<file path="config.mk">
export PLATFORM = sky130hd
export DESIGN_NAME = uart_encode
export DESIGN_NICKNAME = d
export VERILOG_FILES = /design/src/rtl/uart_pkg.sv /design/src/rtl/uart_baud_tick.sv /design/src/rtl/uart_encode.sv
export SDC_FILE = /design/constraint.sdc
export NUM_CORES = 1
export LEC_CHECK = 0
export CAP_MARGIN = 20
export CORE_MARGIN = 10
export CORE_UTILIZATION = 60
export DETAILED_ROUTE_END_ITERATION = 6
export DONT_BUFFER_PORTS = 1
export MAX_ROUTING_LAYER = met4
export PLACE_DENSITY = 0.86
export SYNTH_ARGS = -nofsm -noshare
export SYNTH_HDL_FRONTEND = slang
export SYNTH_HIERARCHICAL = 1
export SYNTH_SLANG_ARGS = --single-unit
</file>
<file path="constraint.sdc">
create_clock -name clk -period 4.4 [get_ports clk]
set_clock_uncertainty 0.1 [all_clocks]
set_input_delay 0.88 -clock clk [delete_from_list [all_inputs] [get_ports clk]]
set_output_delay 0.88 -clock clk [all_outputs]
set_load 0.02 [all_outputs]
</file>
<file path="src/rtl/uart_pkg.sv">
// Shared UART definitions for the TX encoder and the RX decoder.
// Holds the shifter state encoding, the frame geometry constants and the
// default baud divider, so both ends of the link agree on the bit rate.
package uart_pkg;

  // Shifter states
  typedef enum logic [1:0] {
    StIdle,
    StStart,
    StData,
    StStop
  } uart_state_e;

  localparam int unsigned UART_DATA_BITS      = 8;
  localparam int unsigned UART_BYTES_PER_WORD = 4;
  localparam int unsigned UART_FRAME_BITS     = 10;  // start + 8 data + stop

  // 50 MHz / 115200 baud
  localparam int unsigned UART_CLK_DIV_DEFAULT = 434;

endpackage

</file>
<file path="src/rtl/uart_baud_tick.sv">
// Baud-rate tick generator.
// Counts 0..CLK_DIV-1 and asserts tick during the final count; the count
// then wraps to 0. clear forces the next count back to 0 so the caller can
// restart bit timing on any state entry.
// Ports:
//   clk   - system clock
//   rst   - asynchronous active-high reset
//   clear - restart the count on the next edge
//   tick  - high during the last cycle of a bit period
module uart_baud_tick
  import uart_pkg::*;
#(
  parameter int unsigned CLK_DIV = UART_CLK_DIV_DEFAULT
) (
  input  logic clk,
  input  logic rst,
  input  logic clear,
  output logic tick
);

  // 16 bits covers the full legal divider range, including CLK_DIV = 1.
  localparam logic [15:0] LastCount = 16'(CLK_DIV - 1);

  logic [15:0] cnt_q, cnt_d;

  assign tick = (cnt_q == LastCount);

  always_comb begin
    cnt_d = cnt_q + 16'd1;
    if (clear || tick) begin
      cnt_d = '0;
    end
  end

  always_ff @(posedge clk or posedge rst) begin
    if (rst) begin
      cnt_q <= '0;
    end else begin
      cnt_q <= cnt_d;
    end
  end

endmodule

</file>
<file path="src/rtl/uart_encode.sv">
// UART transmitter: serialises 32-bit words as four 8N1 frames,
// least-significant byte first and LSB-first within each byte.
// A one-word holding register lets the next word queue while the current
// one shifts out; a queued word starts with no idle gap.
// Ports:
//   clk    - system clock
//   rst    - asynchronous active-high reset (aborts any frame in flight)
//   din    - word to transmit
//   dvalid - din valid
//   dready - holding register empty; transfer on dvalid && dready
//   tx     - registered UART serial output, idles high
//   busy   - a word is held or being shifted
module uart_encode
  import uart_pkg::*;
#(
  parameter int unsigned CLK_DIV = UART_CLK_DIV_DEFAULT
) (
  input  logic        clk,
  input  logic        rst,
  input  logic [31:0] din,
  input  logic        dvalid,
  output logic        dready,
  output logic        tx,
  output logic        busy
);

  localparam logic [2:0] LastBit  = 3'(UART_DATA_BITS - 1);
  localparam logic [1:0] LastByte = 2'(UART_BYTES_PER_WORD - 1);

  uart_state_e state_q, state_d;
  logic [31:0] hold_q, hold_d;
  logic        hold_full_q, hold_full_d;
  logic [31:0] shift_q, shift_d;
  logic [2:0]  bit_cnt_q, bit_cnt_d;
  logic [1:0]  byte_cnt_q, byte_cnt_d;
  logic        tx_q, tx_d;
  logic [7:0]  cur_byte;
  logic        tick;
  logic        clear;
  logic        accept;

  uart_baud_tick #(
    .CLK_DIV(CLK_DIV)
  ) u_baud_tick (
    .clk  (clk),
    .rst  (rst),
    .clear(clear),
    .tick (tick)
  );

  assign accept = dvalid && !hold_full_q;
  assign dready = !hold_full_q;
  assign busy   = hold_full_q || (state_q != StIdle);
  assign tx     = tx_q;

  // Hold the counter at 0 while idle and restart it on every state entry.
  assign clear = (state_q == StIdle) || (state_d != state_q);

  always_comb begin
    state_d     = state_q;
    hold_d      = hold_q;
    hold_full_d = hold_full_q;
    shift_d     = shift_q;
    bit_cnt_d   = bit_cnt_q;
    byte_cnt_d  = byte_cnt_q;

    // Accept and reload are mutually exclusive: accept needs hold empty,
    // reload needs hold full.
    if (accept) begin
      hold_d      = din;
      hold_full_d = 1'b1;
    end

    unique case (state_q)
      StIdle: begin
        if (hold_full_q) begin
          shift_d     = hold_q;
          hold_full_d = 1'b0;
          byte_cnt_d  = '0;
          state_d     = StStart;
        end
      end
      StStart: begin
        if (tick) begin
          bit_cnt_d = '0;
          state_d   = StData;
        end
      end
      StData: begin
        if (tick) begin
          if (bit_cnt_q == LastBit) begin
            state_d = StStop;
          end else begin
            bit_cnt_d = bit_cnt_q + 3'd1;
          end
        end
      end
      StStop: begin
        if (tick) begin
          if (byte_cnt_q != LastByte) begin
            byte_cnt_d = byte_cnt_q + 2'd1;
            shift_d    = {8'h00, shift_q[31:8]};
            state_d    = StStart;
          end else if (hold_full_q) begin
            shift_d     = hold_q;
            hold_full_d = 1'b0;
            byte_cnt_d  = '0;
            state_d     = StStart;
          end else begin
            state_d = StIdle;
          end
        end
      end
      default: state_d = StIdle;
    endcase
  end

  // tx is computed from next-state values so the pin changes on the same
  // edge as the state and stays glitch-free.
  assign cur_byte = shift_d[7:0];

  always_comb begin
    tx_d = 1'b1;
    unique case (state_d)
      StStart: tx_d = 1'b0;
      StData:  tx_d = cur_byte[bit_cnt_d];
      default: tx_d = 1'b1;
    endcase
  end

  always_ff @(posedge clk or posedge rst) begin
    if (rst) begin
      state_q     <= StIdle;
      hold_q      <= '0;
      hold_full_q <= 1'b0;
      shift_q     <= '0;
      bit_cnt_q   <= '0;
      byte_cnt_q  <= '0;
      tx_q        <= 1'b1;
    end else begin
      state_q     <= state_d;
      hold_q      <= hold_d;
      hold_full_q <= hold_full_d;
      shift_q     <= shift_d;
      bit_cnt_q   <= bit_cnt_d;
      byte_cnt_q  <= byte_cnt_d;
      tx_q        <= tx_d;
    end
  end

endmodule

</file>
; Yosys cells after proc, flatten, opt, wreduce, memory -nomap -nowiden
; Cells that the tools add are included.
[totals]
mem_bits_ro = 0
ram_bits = 0
mem_count = 0
output_inout_bits = 3
latch_bits = 0
regBits = 89
[classes]
bitwise_logic = 0
eq_ne = 10
n_shift = 0
order_cmp = 1
add_sub_neg = 3
div = 0
muxes = 29
mul = 0
n_reduce_logical = 9
[ops]
columns = operator, count
row1 = 32-bit 2-to-1 mux, 3
row2 = 32-bit one-hot mux with 2 select lines, 1
row3 = "16-bit by 1-bit adder with 16-bit output, second input constant", 1
row4 = "16-bit by 9-bit equality test with 1-bit output, second input constant", 1
row5 = 16-bit 2-to-1 mux, 1
row6 = 2-bit 2-to-1 mux, 8
row7 = 3-bit 2-to-1 mux, 3
row8 = 2-bit one-hot mux with 4 select lines, 1
row9 = 1-bit 2-to-1 mux, 7
row10 = "2-bit equality test, second input constant", 3
row11 = 3-bit one-hot mux with 2 select lines, 1
row12 = "2-bit by 1-bit equality test with 1-bit output, second input constant", 2
row13 = "3-bit by 4-bit < comparator with 1-bit output, second input constant", 1
row14 = 1-bit one-hot mux with 2 select lines, 2
row15 = 2-bit one-hot mux with 2 select lines, 1
row16 = 2-bit nonzero test, 2
row17 = "3-bit by 1-bit adder with 3-bit output, second input constant", 1
row18 = 1-bit binary-select mux with 3-bit select, 1
row19 = "3-bit equality test, second input constant", 1
row20 = 1-bit logical OR, 3
row21 = "2-bit by 1-bit adder with 2-bit output, second input constant", 1
row22 = 2-bit logical NOT, 1
row23 = "2-bit by 1-bit != test with 1-bit output, second input constant", 1
row24 = 2-bit != test, 1
row25 = other kinds (4), 4

; Logic depth before layout (Yosys ltp)
; Gate-level depths: netlist of run 1.
[depth]
word_depth = 8
mapped_depth = 16
depth_no_buf = 12

; Hierarchy
; The synthesis of run 1 kept the hierarchy.
[by_module_without_submodules]
columns = mod, area_each_um2, seq_area_each_um2, n_inst, cells_each
row1 = uart_encode, 3706.1, 1828.0, 1, 345
row2 = uart_baud_tick, 823.3, 400.4, 1, 84

; Worst setup path after synthesis of run 1
; No wires, ideal clock.
[synth_timing]
path_kind = register -> register
start = register u_baud_tick.cnt_q[1]
end = register u_baud_tick.cnt_q[11]
setup_time_ps = 71
stages_incl_launch_ff = 16
t_required_ps = 4229
period_less_slack_ps = 3023
slack_ps = 1377
arrival_time_ps = 2852
cell_sequence = dfrtp_1 inv_1 ha_1 nor4b_1 and4b_1 buf_4 clkbuf_2 nor3_1 or3_1 o22ai_2 nor2_1 a2111o_1 or2_1 buf_6 buf_6 nor2_1
[synth_between]
elab_chain_len = 7
elab_cells_between_ends = 10
cone_classes = add/sub (1) / eq/ne (2) / mux (5) / reduce/logical (2)
[synth_rtl]
columns = item, line
row1 = from (decl), uart_baud_tick.sv:24  ; logic [15:0] cnt_q, cnt_d;
row2 = from (signal assigned), uart_baud_tick.sv:39  ; cnt_q <= cnt_d;
row3 = 16-bit by 9-bit equality test with 1-bit output *, uart_baud_tick.sv:26  ; assign tick = (cnt_q == LastCount);
row4 = named net tick, uart_encode.sv:38  ; logic tick;
row5 = "2-bit 2-to-1 mux, on equally long branches", "uart_encode.sv:99, uart_encode.sv:84, uart_encode.sv:90"
row6 = 2-bit one-hot mux with 4 select lines *, uart_encode.sv:74  ; unique case (state_q)
row7 = 2-bit != test *, uart_encode.sv:57  ; assign clear = (state_q == StIdle) || (state_d != state_q);
row8 = 1-bit logical OR *, uart_encode.sv:57
row9 = named net clear, uart_encode.sv:39  ; logic clear;
row10 = 1-bit logical OR *, uart_baud_tick.sv:30  ; if (clear || tick) begin
row11 = 16-bit 2-to-1 mux *, uart_baud_tick.sv:30
row12 = named net u_baud_tick.cnt_d[11], uart_baud_tick.sv:24
; The timed path passes the listed nets; every way through them passes the cells marked *.
; A chain may end at the register's enable or synchronous reset.

; Worst setup path in the final report of run 1
[layout_timing]
start = register u_baud_tick.cnt_q[1]
end = register u_baud_tick.cnt_q[9]
; The elaborated chain is that of the path after synthesis.

==> results of run 1 <==
[path summary, 6_finish.rpt]
check / startpoint / end
hold / removal: rst / u_baud_tick/cnt_q[15]
setup / recovery: u_baud_tick/cnt_q[1] / u_baud_tick/cnt_q[9]
setup reg to reg: u_baud_tick/cnt_q[1] / u_baud_tick/cnt_q[9]
max in group asynchronous: rst / shift_q[21]
min in group clk: hold_q[28] / hold_q[28]
hold reg to reg: hold_q[28] / hold_q[28]
[synthesized netlist by cell type (all sizes together), types with 2 or more instances]
master,number,area share [%]
nor3,8,0.88
ha,9,2.5
o22ai,3,0.55
a22o,16,3.1
nand3,13,1.4
a21oi,13,1.4
nor4bb,6,1.3
clkbuf,12,1.0
inv,17,1.4
xnor2,13,2.5
mux2,33,8.2
nor2,31,2.6
mux2i,23,5.1
or3,2,0.28
a31oi,2,0.28
o21ai,27,3.0
nand4,7,1.1
buf,15,1.9
nor4,5,0.83
o31ai,6,0.99
and4b,2,0.44
dfrtp,88,49
nand2,45,3.7
nand4b,6,1.2
nor2b,10,1.4
[through the flow]
stage          instance area, um2  hold WS [ps]  util, %  std cells  worst slack, ps
2_1_floorplan                4529         373.4        -        429             1377
3_3_place_gp                 4566         392.5    62.61        506            962.4
3_5_place_dp                 4566         396.1    62.61        506            766.5
6_report                     4787         365.5    65.65        523            697.1
4_1_cts                      4780         367.8    65.55        522            735.4
5_1_grt                      4787         408.5    65.65        523            444.0
[final cells by class]
cell class | count | area share [%]
sequential | 89 | 46.55
multi-input combinational | 296 | 44.12
clock buffer | 9 | 2.588
tap | 99 | 2.588
clock inverter | 7 | 1.882
inverter | 17 | 1.333
timing repair buffer | 6 | 0.9409
[routing by layer]
metal	GRT usage, %	share of wire [%]	vias up
met1	22.94	46	1584
li1	-	-	1498
met2	25.50	47	79
met4	8.317	1.9	0
met5	-	0	-
met3	3.713	4.2	15
[flip-flops by register name, summed over array words and instances, names as in the netlist]
name               count
hold_q                32
shift_q               32
u_baud_tick/cnt_q     16
bit_cnt_q              3
byte_cnt_q             2
state_q                2
hold_full_q            1
tx                     1
[power by group]
group	total [mW]	switching (mW)	internal [mW]	leakage (nW)
clock network	0.597	0.323	0.274	0.101
registers	1.30	0.199	1.10	1.15
logic	1.02	0.575	0.444	0.828
[kinds of logic (layout without fill, tap and decap cells)]
family                     after synthesis  after routing  share of synthesized area (%)
adders and majority gates                9              9                          2.486
and+or+nand+nor                        140            140                          16.11
DFF                                     89             89                          49.20
muxes                                   56             56                          13.29
xor gates and xnor gates                14             14                          2.707
buffers and inverters                   44             39                          4.337
AOI/OAI and AO/OA                       77             77                          11.88
[worst max-delay path: stages, from the launching register on]
cell	delay, ps
dfrtp_1	420
inv_1	70
ha_1	130
nor4b_1	220
and4b_1	840
nor3_1	90
or3_1	410
o22ai_2	280
nor2_1	70
a2111o_1	330
or2_1	440
nor2_1	220
==> impl_metrics.ini, run 1 <==
[route]
dr_total_vias = 3176
drt-vias-per-instance = 6.073
drc = 0
wl_per_cell_um = 18.24
ant_nets = 0
dr.pass1.iters = 5
wl_um = 9542
first_iter_violations = 218

[synthesis]
synth_flop_cell = dfrtp_1
yosysSeqAreaShare_pct = 49.20
syn_avg_cell_area_um2 = 10.56
ys_ff_latch = 89
synth_cells = 429
yosys_warnings = 6
syn_area_mm2 = 0.004529
synth_cell_type_count = 51
synth-edff-count = 0
syn-num-nets = 473
async_flop_share_pct = 100.0

[flow_run]
drv_cap = 0

[timing]
finalSetupViolCount = 0
period_minus_slack_ps = 3703
fmaxAchievable_mhz = 270.1
fin_tns_setup_ps = 0
relSlewSlack_pct = 38.94
tightest_slew_ps = 913.9
final_hold_viol_count = 0
drv_slew = 0
rsz0062_at_grt = false
fin_crit_sh_pct = 84.16

[placement]
port_buffers = 0
dpl.hpwl_um = 6625
gp_congestion = 0.9343

[die]
die_y_um = 106.9
chipWidth_um = 106.9
start_util_pct = 62.11
ios = 38
die_area_mm2 = 0.01142
core_area_mm2 = 0.007292
core.rowCount = 31

[setup_path]
critPathArrivalTime_ps = 3890
worstPathMaxFanout = 28
start_kind = register
critPathKind = reg2reg
reg2regPathDepth = 11
rrSetupSlack_ps = 700
worst_ep_required_time_ps = 4590
end_kind = register

[finish]
syn2layout_area_growth_pct = 5.691
fin_nets = 463
final_common_cell = dfrtp_1
multi_input_area_mm2 = 0.002112
layout_common_cells = dfrtp_1, nand2_1, mux2_2, nor2_1, o21ai_0
seq_area_mm2 = 0.002228
drive_above_1_share_pct = 16.04
fillers = 591
diodes = 0

[global_route]
antenna_found_initial = 0
grt_max_degree = 42
grt_pass1_wl_um = 15770
grt_pass1_vias = 3203
grt_usage_pct = 17.53
grt_overflow_total = 0

[cts]
htreeDepth = 3
clock_latency_ps = 370
cts_resized = 0
clk_root_buffer_cell = clkbuf_8
clock_sinks = 89
cts_tree = done
clk_pin_slew_worst_paths_ps = 90
hold_buffers = 0
max-clock-path-buffers = 2
cts_setup_buffers = 0
numCtsBuffers = 9

[power]
p_leak_nw = 2.077
total_power_mw = 2.916
ir_worst_vdd_mv = 0.3771
power_density_mw_per_mm2 = 609.2

[hold_path]
min_path_type = in2async

[run_status]
status = finished, final reports clean
(Power assumes the default switching activity.)
==> run 2, diff against run 1 <==
==> constraint.sdc (replaced) <==
create_clock -name clk -period 3.6 [get_ports clk]
set_clock_uncertainty 0.1 [all_clocks]
set_input_delay 0.72 -clock clk [delete_from_list [all_inputs] [get_ports clk]]
set_output_delay 0.72 -clock clk [all_outputs]
set_load 0.02 [all_outputs]
==> run 2 against run 1 <==
Effect of this change: sequential share of layout area down 0.17 points; final cell count up 0.76%; setup slack worse by 280 ps; cell area up 0.37%; count of clock-buffer cells in the layout up 1; critical path depth unchanged; clock power up 18%; hold slack worse by 150 ps; register-to-register slack worse by 280 ps; die area unchanged; core utilization up 0.24 points; global-route usage up 0.15 points; largest cell class unchanged; largest power group unchanged.
==> impl_metrics.ini, run 2 (same netlist as run 1, synthesis figures left out) <==
[global_route]
grt_usage_pct = 17.68
grt_max_degree = 33
grt_pass1_wl_um = 15860
antenna_found_initial = 0
grt_pass1_vias = 3233
grt_overflow_total = 0

[cts]
clock_latency_ps = 360
cts_setup_buffers = 0
cts_resized = 0
cts_tree = done
max-clock-path-buffers = 2
clk_pin_slew_worst_paths_ps = 90
clk_root_buffer_cell = clkbuf_8
htreeDepth = 3
clock_sinks = 89
numCtsBuffers = 9
hold_buffers = 0

[route]
wl_per_cell_um = 17.96
wl_um = 9464
dr_total_vias = 3209
dr.pass1.iters = 4
first_iter_violations = 240
drc = 0
drt-vias-per-instance = 6.089
ant_nets = 0

[timing]
tightest_slew_ps = 860.7
fin_crit_sh_pct = 88.54
relSlewSlack_pct = 42.50
finalSetupViolCount = 0
fin_tns_setup_ps = 0
period_minus_slack_ps = 3187
fmaxAchievable_mhz = 313.7
drv_slew = 0
rsz0062_at_grt = false
final_hold_viol_count = 0

[setup_path]
crit_top_cell = nor2_1
crit_chain = inv_1 > ha_1 > nor4b_1 > and4b_1 > nor3_1 > or3_1 > o22ai_2 > nor2_1 > a2111o_1 > or2_1 > nor2_1
worst_ep_required_time_ps = 3790
crit_slowest_cell = or2_1
start_kind = register
critPathArrivalTime_ps = 3380
critPathKind = reg2reg
max_stage_delay_ps = 440
worstPathMaxFanout = 16
end_kind = register

[finish]
multi_input_area_mm2 = 0.002112
drive_above_1_share_pct = 16.59
fillers = 582
final_common_cell = dfrtp_1
syn2layout_area_growth_pct = 6.077
seq_area_mm2 = 0.002228
layout_common_cells = dfrtp_1, nand2_1, mux2_2, nor2_1, o21ai_0
reg_top3 = hold_q: 32 flops, shift_q: 32 flops, u_baud_tick/cnt_q: 16 flops
fin_nets = 467
design_area_mm2 = 0.004805
diodes = 0

[die]
die_area_mm2 = 0.01142
die_y_um = 106.9
chipWidth_um = 106.9
core.rowCount = 31
ios = 38
start_util_pct = 62.11
core_area_mm2 = 0.007292

[hold_path]
min_path_type = in2async

[power]
total_power_mw = 3.535
ir_worst_vdd_mv = 0.5364
p_leak_nw = 2.098
power_density_mw_per_mm2 = 735.8

[flow_run]
drv_cap = 0

[placement]
dpl.hpwl_um = 6794
placed_cell_area_mm2 = 0.004603
port_buffers = 0
gp_congestion = 0.8809

[run_status]
status = finished, final reports clean
==> run 2: changes by cell type in the layout (fill, tap and decap cells not counted) <==
cell        before  now
inv_8            1    0
buf_4            6   10
inv_6            1    3
clkinv_4         1    2
clkinv_8         1    0
clkinvlp_4       2    0
clkbuf_1         0    1
==> run 2: worst paths after layout <==
kind	from	endpoint	slack, ps	cells after the start
min in group clk	din[12]	hold_q[12]	390	1
worst min register to register	hold_q[31]	hold_q[31]	420	1
worst min-delay path	rst	u_baud_tick/cnt_q[3]	210	1
max in group asynchronous	rst	shift_q[21]	2380	2
worst max-delay path	u_baud_tick/cnt_q[1]	u_baud_tick/cnt_q[15]	410	11
worst max register to register	u_baud_tick/cnt_q[1]	u_baud_tick/cnt_q[15]	410	11
==> run 2: per-stage QoR <==
step | hold slack [ps] | cells | worst slack, ps | util, %
floorplan | 373.4 | 429 | 577.0 | -
global placement | 392.9 | 511 | 527.8 | 63.13
detailed placement | 399.2 | 511 | 430.0 | 63.13
CTS | 216.0 | 527 | 399.7 | 65.89
global route | 258.3 | 527 | 162.7 | 65.89
finish | 211.5 | 527 | 412.7 | 65.89
==> run 2: critical path: cells and delay by family, from the launching register on <==
| family | cells | cell delay, ps |
|---|---|---|
| adders and majority gates | 1 | 130 |
| AOI/OAI and AO/OA | 2 | 600 |
| DFF | 1 | 410 |
| buffers and inverters | 1 | 70 |
| and+or+nand+nor | 7 | 1800 |
==> run 2: power breakdown <==
part	internal, mW	total, mW	switching, mW
Combinational	0.546	1.24	0.689
Clock	0.331	0.705	0.374
Sequential	1.35	1.59	0.249
Total	2.22	3.54	1.31
==> run 2: routing by layer <==
metal / track usage (%) / vias up / share of wire, %
met5: - / - / 0
met4: 6.673 / 0 / 1.5
met3: 4.551 / 15 / 5.8
met2: 26.78 / 90 / 48
met1: 22.37 / 1590 / 45
li1: - / 1514 / -
==> run 2: final cells by class <==
class                   instances  area share (%)
clock buffers                  10           2.656
clock inverters                 6           1.536
inverters                      17           1.328
repair buffers                 10           1.562
well taps                      99           2.578
flip-flops and latches         89           46.38
multi-input cells             296           43.96
